$ cat src/rtl/mlp_stream_loader.sv
// rtl/mlp_stream_loader.sv - Bridge word reader that unpacks DATA_W words into an ELEM_W first-word-fall-through FIFO.
module mlp_stream_loader #(
    parameter int DATA_W     = 128,
    parameter int ADDR_W     = 26,
    parameter int ELEM_W     = 8,
    parameter int FIFO_DEPTH = 32
) (
    input  logic                            clk,
    input  logic                            reset,
    input  logic                            start,
    input  logic [ADDR_W-1:0]               base_addr,
    input  logic [15:0]                     num_words,
    output logic [ADDR_W-1:0]               interface_address,
    output logic [DATA_W/8-1:0]             interface_byte_enable,
    output logic                            interface_read,
    input  logic [DATA_W-1:0]               interface_read_data,
    input  logic                            interface_acknowledge,
    output logic [ELEM_W-1:0]               out_data,
    output logic                            out_valid,
    input  logic                            out_ready,
    output logic [$clog2(FIFO_DEPTH):0]     fifo_count,
    output logic                            busy,
    output logic                            done
);
    localparam int EPW        = DATA_W / ELEM_W;
    localparam int WORD_BYTES = DATA_W / 8;
    localparam int PTR_W      = $clog2(FIFO_DEPTH);
    localparam int CNT_W      = PTR_W + 1;
    localparam int IDX_W      = (EPW > 1) ? $clog2(EPW) : 1;

    typedef enum logic [2:0] {
        S_IDLE,
        S_WAIT_SPACE,
        S_REQ,
        S_UNPACK,
        S_FINISH
    } state_t;

    state_t              r_state;
    state_t              w_next;
    logic [ADDR_W-1:0]   r_base;
    logic [15:0]         r_num_words;
    logic [15:0]         r_word_cnt;
    logic [DATA_W-1:0]   r_buf;
    logic [IDX_W-1:0]    r_elem_idx;
    logic [ELEM_W-1:0]   r_mem [FIFO_DEPTH];
    logic [PTR_W-1:0]    r_wr_ptr;
    logic [PTR_W-1:0]    r_rd_ptr;
    logic [CNT_W-1:0]    r_count;

    logic                w_push;
    logic                w_pop;
    logic [CNT_W-1:0]    w_free;
    logic                w_space_ok;
    logic                w_last_elem;
    logic                w_last_word;

    assign w_push      = (r_state == S_UNPACK);
    assign w_pop       = out_valid && out_ready;
    // A pop in this cycle frees a slot before the next word's first push can land.
    assign w_free      = CNT_W'(FIFO_DEPTH) - r_count + {{PTR_W{1'b0}}, w_pop};
    assign w_space_ok  = (w_free >= CNT_W'(EPW));
    assign w_last_elem = (r_elem_idx == IDX_W'(EPW - 1));
    assign w_last_word = ((r_word_cnt + 16'd1) == r_num_words);

    always_comb begin
        w_next = r_state;
        case (r_state)
            S_IDLE:       if (start) w_next = (num_words == 16'd0) ? S_FINISH : S_WAIT_SPACE;
            S_WAIT_SPACE: if (w_space_ok) w_next = S_REQ;
            S_REQ:        if (interface_acknowledge) w_next = S_UNPACK;
            S_UNPACK:     if (w_last_elem) w_next = w_last_word ? S_FINISH : S_WAIT_SPACE;
            S_FINISH:     w_next = S_IDLE;
            default:      w_next = S_IDLE;
        endcase
    end

    always_ff @(posedge clk) begin
        if (reset) begin
            r_state     <= S_IDLE;
            r_base      <= '0;
            r_num_words <= '0;
            r_word_cnt  <= '0;
            r_buf       <= '0;
            r_elem_idx  <= '0;
        end else begin
            r_state <= w_next;
            case (r_state)
                S_IDLE: if (start) begin
                    r_base      <= base_addr;
                    r_num_words <= num_words;
                    r_word_cnt  <= '0;
                end
                S_REQ: if (interface_acknowledge) begin
                    r_buf      <= interface_read_data;
                    r_elem_idx <= '0;
                end
                S_UNPACK: begin
                    // Shift so the next element is always in the low lane.
                    r_buf      <= r_buf >> ELEM_W;
                    r_elem_idx <= r_elem_idx + IDX_W'(1);
                    if (w_last_elem) r_word_cnt <= r_word_cnt + 16'd1;
                end
                default: ;
            endcase
        end
    end

    always_ff @(posedge clk) begin
        if (w_push) r_mem[r_wr_ptr] <= r_buf[ELEM_W-1:0];
    end

    always_ff @(posedge clk) begin
        if (reset) begin
            r_wr_ptr <= '0;
            r_rd_ptr <= '0;
            r_count  <= '0;
        end else begin
            if (w_push) r_wr_ptr <= r_wr_ptr + PTR_W'(1);
            if (w_pop)  r_rd_ptr <= r_rd_ptr + PTR_W'(1);
            case ({w_push, w_pop})
                2'b10:   r_count <= r_count + CNT_W'(1);
                2'b01:   r_count <= r_count - CNT_W'(1);
                default: r_count <= r_count;
            endcase
        end
    end

    assign interface_read        = (r_state == S_REQ);
    assign interface_address     = r_base + ADDR_W'(r_word_cnt) * ADDR_W'(WORD_BYTES);
    assign interface_byte_enable = '1;
    assign out_data              = r_mem[r_rd_ptr];
    assign out_valid             = (r_count != '0);
    assign fifo_count            = r_count;
    assign busy                  = (r_state != S_IDLE);
    assign done                  = (r_state == S_FINISH);
endmodule
$ cat config.mk
export PLATFORM = sky130hd
export DESIGN_NAME = mlp_stream_loader
export DESIGN_NICKNAME = d
export VERILOG_FILES = /design/src/rtl/mlp_stream_loader.sv
export SDC_FILE = /design/constraint.sdc
export NUM_CORES = 1
export LEC_CHECK = 0
export ABC_AREA = 1
export CORE_UTILIZATION = 29
export DETAILED_ROUTE_END_ITERATION = 8
export GPL_ROUTABILITY_DRIVEN = 0
export REMOVE_ABC_BUFFERS = 1
export SYNTH_ARGS = -nofsm -noshare
export SYNTH_HDL_FRONTEND = slang
export SYNTH_SLANG_ARGS = --single-unit
$ cat constraint.sdc
create_clock -name clk -period 2.85 [get_ports clk]
set_input_delay 0.7125 -clock clk [delete_from_list [all_inputs] [get_ports clk]]
set_output_delay 0.7125 -clock clk [all_outputs]
set_load 0.02 [all_outputs]
**After elaboration in Yosys (flattened, before gate mapping)**

Memories as Yosys holds them, arrays and structs flattened. A register that Yosys moved wholly into a read port is not among the register bits.
Index checks and enable logic that the tools add are counted.

- Memories: 1
- Memory bits (writable): 256
- Register bits after elaboration: 209
- Latch bits: 0
- Output and inout bits: 60
- ROM bits: 0
- Logic and storage cells: 63

- Reduce and logical (&&, ||, !) cells: 12
- $add $sub $neg: 9
- Shift-type cells: 0
- Bitwise operators: 0
- Multiplexer cells: 19
- $lt $le $gt $ge: 1
- Divide/modulo/power cells: 0
- Eq/ne operators: 12
- Multipliers: 0

Memories:

| name | depth | bits a word | rd ports | clocked after Yosys merged registers in | write ports | line | RTL |
|---|---|---|---|---|---|---|---|
| r_mem | 32 | 8 | 1 | 1 | 1 | 46 | `logic [ELEM_W-1:0] r_mem [FIFO_DEPTH];` |

Operators with widths:

| cell | count |
|---|---|
| 128-bit one-hot mux with 2 select lines | 1 |
| 128-bit 2-to-1 mux | 1 |
| 16-bit 2-to-1 mux | 2 |
| 16-bit one-hot mux with 2 select lines | 1 |
| 26-bit by 20-bit adder with 26-bit output | 1 |
| 3-bit 2-to-1 mux | 6 |
| 16-bit by 1-bit adder with 16-bit output (second input constant) | 1 |
| 16-bit == test | 1 |
| 16-bit logical NOT | 1 |
| 3-bit one-hot mux with 4 select lines | 1 |
| 6-bit one-hot mux with 2 select lines | 1 |
| 5-bit by 1-bit adder with 5-bit output (second input constant) | 2 |
| 5-bit 2-to-1 mux | 2 |
| 4-bit one-hot mux with 2 select lines | 1 |
| 6-bit by 1-bit adder with 6-bit output | 1 |
| 6-bit by 1-bit adder with 6-bit output (second input constant) | 1 |
| 3-bit by 2-bit == test with 1-bit output (second input constant) | 2 |
| 6-bit by 5-bit >= comparator with 1-bit output (second input constant) | 1 |
| 2-bit nonzero test | 3 |
| 6-bit nonzero test | 1 |
| 6-bit by 1-bit subtractor with 6-bit output (second input constant) | 1 |
| 6-bit subtractor (first input constant) | 1 |
| 4-bit by 1-bit adder with 4-bit output (second input constant) | 1 |
| 4-bit == test (second input constant) | 1 |
| 14 further kinds | 18 |

**Depth between registers and ports, before layout**

- Word-level depth: 6
- Mapped depth: 16
- Depth with buffers taken out: 16

**Least setup slack after synthesis**

No wires, ideal clock.

- Kind: register to output
- Start: register r_word_cnt[0]
- End: output port interface_address[24]
- Stages on the path, launching flop included: 13
- Arrival: 2223 ps
- Slack: -86 ps
- Path through: dfxtp_1 > ha_1 > fa_1 > nand3_1 > nand3_1 > nand2_1 > nand2_1 > a21oi_1 > o21ai_0 > nand3_1 > nand2_1 > nand4_1 > xor2_1

- Longest elaborated chain between the ends: 1

RTL lines:

| what | line | RTL |
|---|---|---|
| from (decl) | 43 | `logic [15:0] r_word_cnt;` |
| from (signal assigned) | 102 | `if (w_last_elem) r_word_cnt <= r_word_cnt + 16'd1;` |
| 26-bit by 20-bit adder with 26-bit output | 130 | `assign interface_address = r_base + ADDR_W'(r_word_cnt) * ADDR_W'(WORD_BYTES);` |
| to (decl) | 13 | `output logic [ADDR_W-1:0] interface_address,` |

Every way passes these cells.

**Final worst setup path**

- Start: register r_base[4]
- End: output port interface_address[24]

- Longest elaborated chain between the ends: 1

RTL lines:

| what | line | RTL |
|---|---|---|
| from (decl) | 41 | `logic [ADDR_W-1:0] r_base;` |
| from (signal assigned) | 90 | `r_base <= base_addr;` |
| 26-bit by 20-bit adder with 26-bit output | 130 |  |

Every way passes these cells.

==> metrics.md <==
| Metric | Value |
|---|---|
| DR iter-0 viols | 1268 |
| Worst Tran Pin Value | 1.14 ns |
| Syn. warnings | 0 |
| Finished Layout Cells | 3662 |
| Synth Instances | 2297 |
| Status | complete, but fails checks |
| Fillers | 6923 |
| Maximum VDD drop | 0.510 mV |
| Initial antenna violation count | 3 |
| CTS Buf Count | 52 |
| Relative slew slack | 24.2% |
| Max-Cap Viols | 0 |
| Layout Skew | 0.0296 ns |
| Largest net degree at the start of global routing | 124 |
| All-Layer GR Usage | 16.6% |
| Top_reg_cell synth | edfxtp_1 |
| Clock Tree Buf Depth | 3 |
| Syn Area/Cell | 8.96 µm² |
| Nets@finish | 2882 |
| Clk_lat worst skew | 0.61 ns |
| Critical path capture point type | output port |
| Placed cells | 3496 |
| Die W | 268 µm |
| Netlist cell types | 46 |
| Via density | 4.76 |
| Total global routing overflow | 0 |
| Vias in the first global route | 16400 |
| Area Growth Syn to Fin | 40.3% |
| Final WS setup | -0.453 ns |
| First-pass GRT wire length | 93100 µm |
| Final ANT Viol Nets | 0 |
| Hold slack | 0.466 ns |
| Period utilisation layout | 116% |
| Hold Startpoint | r_buf[122]$_SDFFE_PP0P_ |
| Num rows | 97 |
| Hold buffer count at CTS | 0 |
| Post-synth EDFFs | 256 |
| Kind of critical path | reg2out |
| Number of I/O port buffers | 218 |
| PwrDens | 784 nW/µm² |
| Crit. Startpoint | r_base[4]$_SDFFE_PP0P_ |
| Largest cells by area after synthesis | edfxtp_1, dfxtp_1, nand2_1 |
| Drt drc | 0 |
| RSZ-0062 raised after global routing | yes |
| Final hold violations | 0 |
| Failing checks | negative setup slack |
| Pleak | 11.1 nW |
| Worst R2R Start | r_state[1]$_SDFFE_PP0P_ |
| Top cell type's share of synthesized area | 37.4% |
| Commonest cells in the netlist | nand2_1, nor2_1, edfxtp_1 |
| Root Driver | clkbuf_16 |
| Routed len/inst | 16.8 µm |
| Type of origin of the critical path | flip-flop |
| # setup viols final | 24 |
| CTS tree | built |
| Die height | 268 µm |
| Fmax | 303 MHz |
| HPWL after DPL | 37500 µm |
| Final WL | 61700 µm |
| Core footprint | 70100 µm² |
| Top-count cell post-synth | nand2_1 |
| Worst path arrival time | 2.59 ns |
| Post-synthesis register bit count | 470 |
| Placed standard-cell area | 24900 µm² |
| Htree depth | 2 |
| Hold Path Class | reg2reg |
| Starting Density | 29.3% |
| Fin area | 28900 µm² |
| Slew Viols, Final | 0 |
| DR pass1 iterations | 5 |
| Final Util | 41.2% |
| Period minus WS final | 3.30 ns |
| Total die area | 72000 µm² |
| Mapped Area | 20600 µm² |
| Required time worst endpoint | 2.14 ns |
| Asr flop ratio synth | 0% |
| Leading area contributor after synthesis | edfxtp_1 |
| CP max FO | 3 |
| Clk slew on worst S/H paths | 0.06 ns |
| CTS sink cnt | 470 |
| Share of post-route cells with drive strength above 1 | 20.8% |
| Top Ports | 235 |
| Routed via count | 17400 |
| Register area share after synthesis | 58.2% |
[timing repair]
action | in CTS | in global routing
resized for setup | 316 | 167
setup endpoints to repair | 30 | 28
pin swaps | 72 | 95
gates cloned | 15 | 9
buffers inserted | 34 | 11
[layout make-up]
class / instances / area, µm² / area share [%]
Sequential cell: 470 / 12000 / 41.6
Inverter: 149 / 582 / 2.01
Clock buffer: 64 / 1420 / 4.91
Antenna cell: 1 / 2.50 / 0.00867
Multi-Input combinational cell: 1547 / 8510 / 29.5
Timing Repair Buffer: 457 / 4870 / 16.9
Tap cell: 940 / 1180 / 4.07
Clock inverter: 34 / 303 / 1.05
[power by group]
part           leakage, nW  total, mW  switching (mW)  internal (mW)
clock network        0.836       6.81            2.82           3.98
logic                 6.12       7.76            4.19           3.57
registers             4.12       8.08           0.349           7.73
[path summary, 6_finish.rpt]
check             slack [ns]  cells past startpoint                         end
setup reg to reg        0.33                     15  fifo_count[5]$_SDFFE_PP0P_
hold / removal          0.47                      2     r_buf[122]$_SDFFE_PP0P_
hold reg to reg         0.47                      2     r_buf[122]$_SDFFE_PP0P_
setup / recovery       -0.45                     13       interface_address[24]
[per-stage QoR]
| stage | power [mW] | setup TNS, ns | worst slack, ns |
|---|---|---|---|
| 2_1_floorplan | 11.2 | -1070.84 | -8.07 |
| 3_3_place_gp | 13.9 | -8.32 | -0.486 |
| 3_5_place_dp | 13.9 | -11.44 | -0.479 |
| 4_1_cts | 22.1 | -8.04 | -0.490 |
| 5_1_grt | 23.7 | -9.83 | -0.584 |
| 6_report | 22.6 | -7.32 | -0.453 |
[flip-flops by register name, summed over array words and instances (netlist names), named ones only]
register,cells
r_state,3
r_num_words,16
r_wr_ptr,5
r_mem,256
r_elem_idx,4
r_buf,128
r_rd_ptr,5
r_word_cnt,16
r_base,26
fifo_count,6
[worst max-delay path, stage by stage (launching register included)]
cell	delay [ns]
dfxtp_2	0.33
ha_4	0.16
fa_2	0.36
nand3_2	0.08
nand3_2	0.07
nand2_1	0.06
nand2_1	0.05
a21oi_2	0.18
o21ai_2	0.10
nand3_2	0.10
nand2_4	0.07
nand4_1	0.10
xor2_1	0.17
buf_4	0.16
[kinds of logic after synthesis]
family                     share of synthesized area, %
AOI/OAI and AO/OA                                  12.2
xor gates and xnor gates                           1.15
adders and majority gates                          1.90
buffers and inverters                              5.95
DFF                                                58.2
other                                            0.0182
and+or+nand+nor                                    20.7
[cell usage in the layout (no fill, tap or decap), types with 61 or more instances in the layout]
master | netlist | routed
edfxtp_1 | 256 | 256
nand2_1 | 585 | 576
inv_1 | 144 | 137
clkbuf_16 | 0 | 61
nand3_1 | 136 | 122
buf_4 | 20 | 178
a21oi_1 | 75 | 66
clkdlybuf4s50_1 | 0 | 187
nor2_1 | 274 | 244
dfxtp_1 | 214 | 193
o21ai_0 | 206 | 157
[metal layers]
layer | track usage (%) | routed length (µm) | part of all wire (%)
met5 | 0 | 27 | 0.044
met4 | 4.88 | 1590 | 2.6
met3 | 4.58 | 4880 | 7.9
met2 | 26.6 | 27900 | 45
met1 | 21.7 | 27300 | 44
Power figures use the tool's default switching activity.
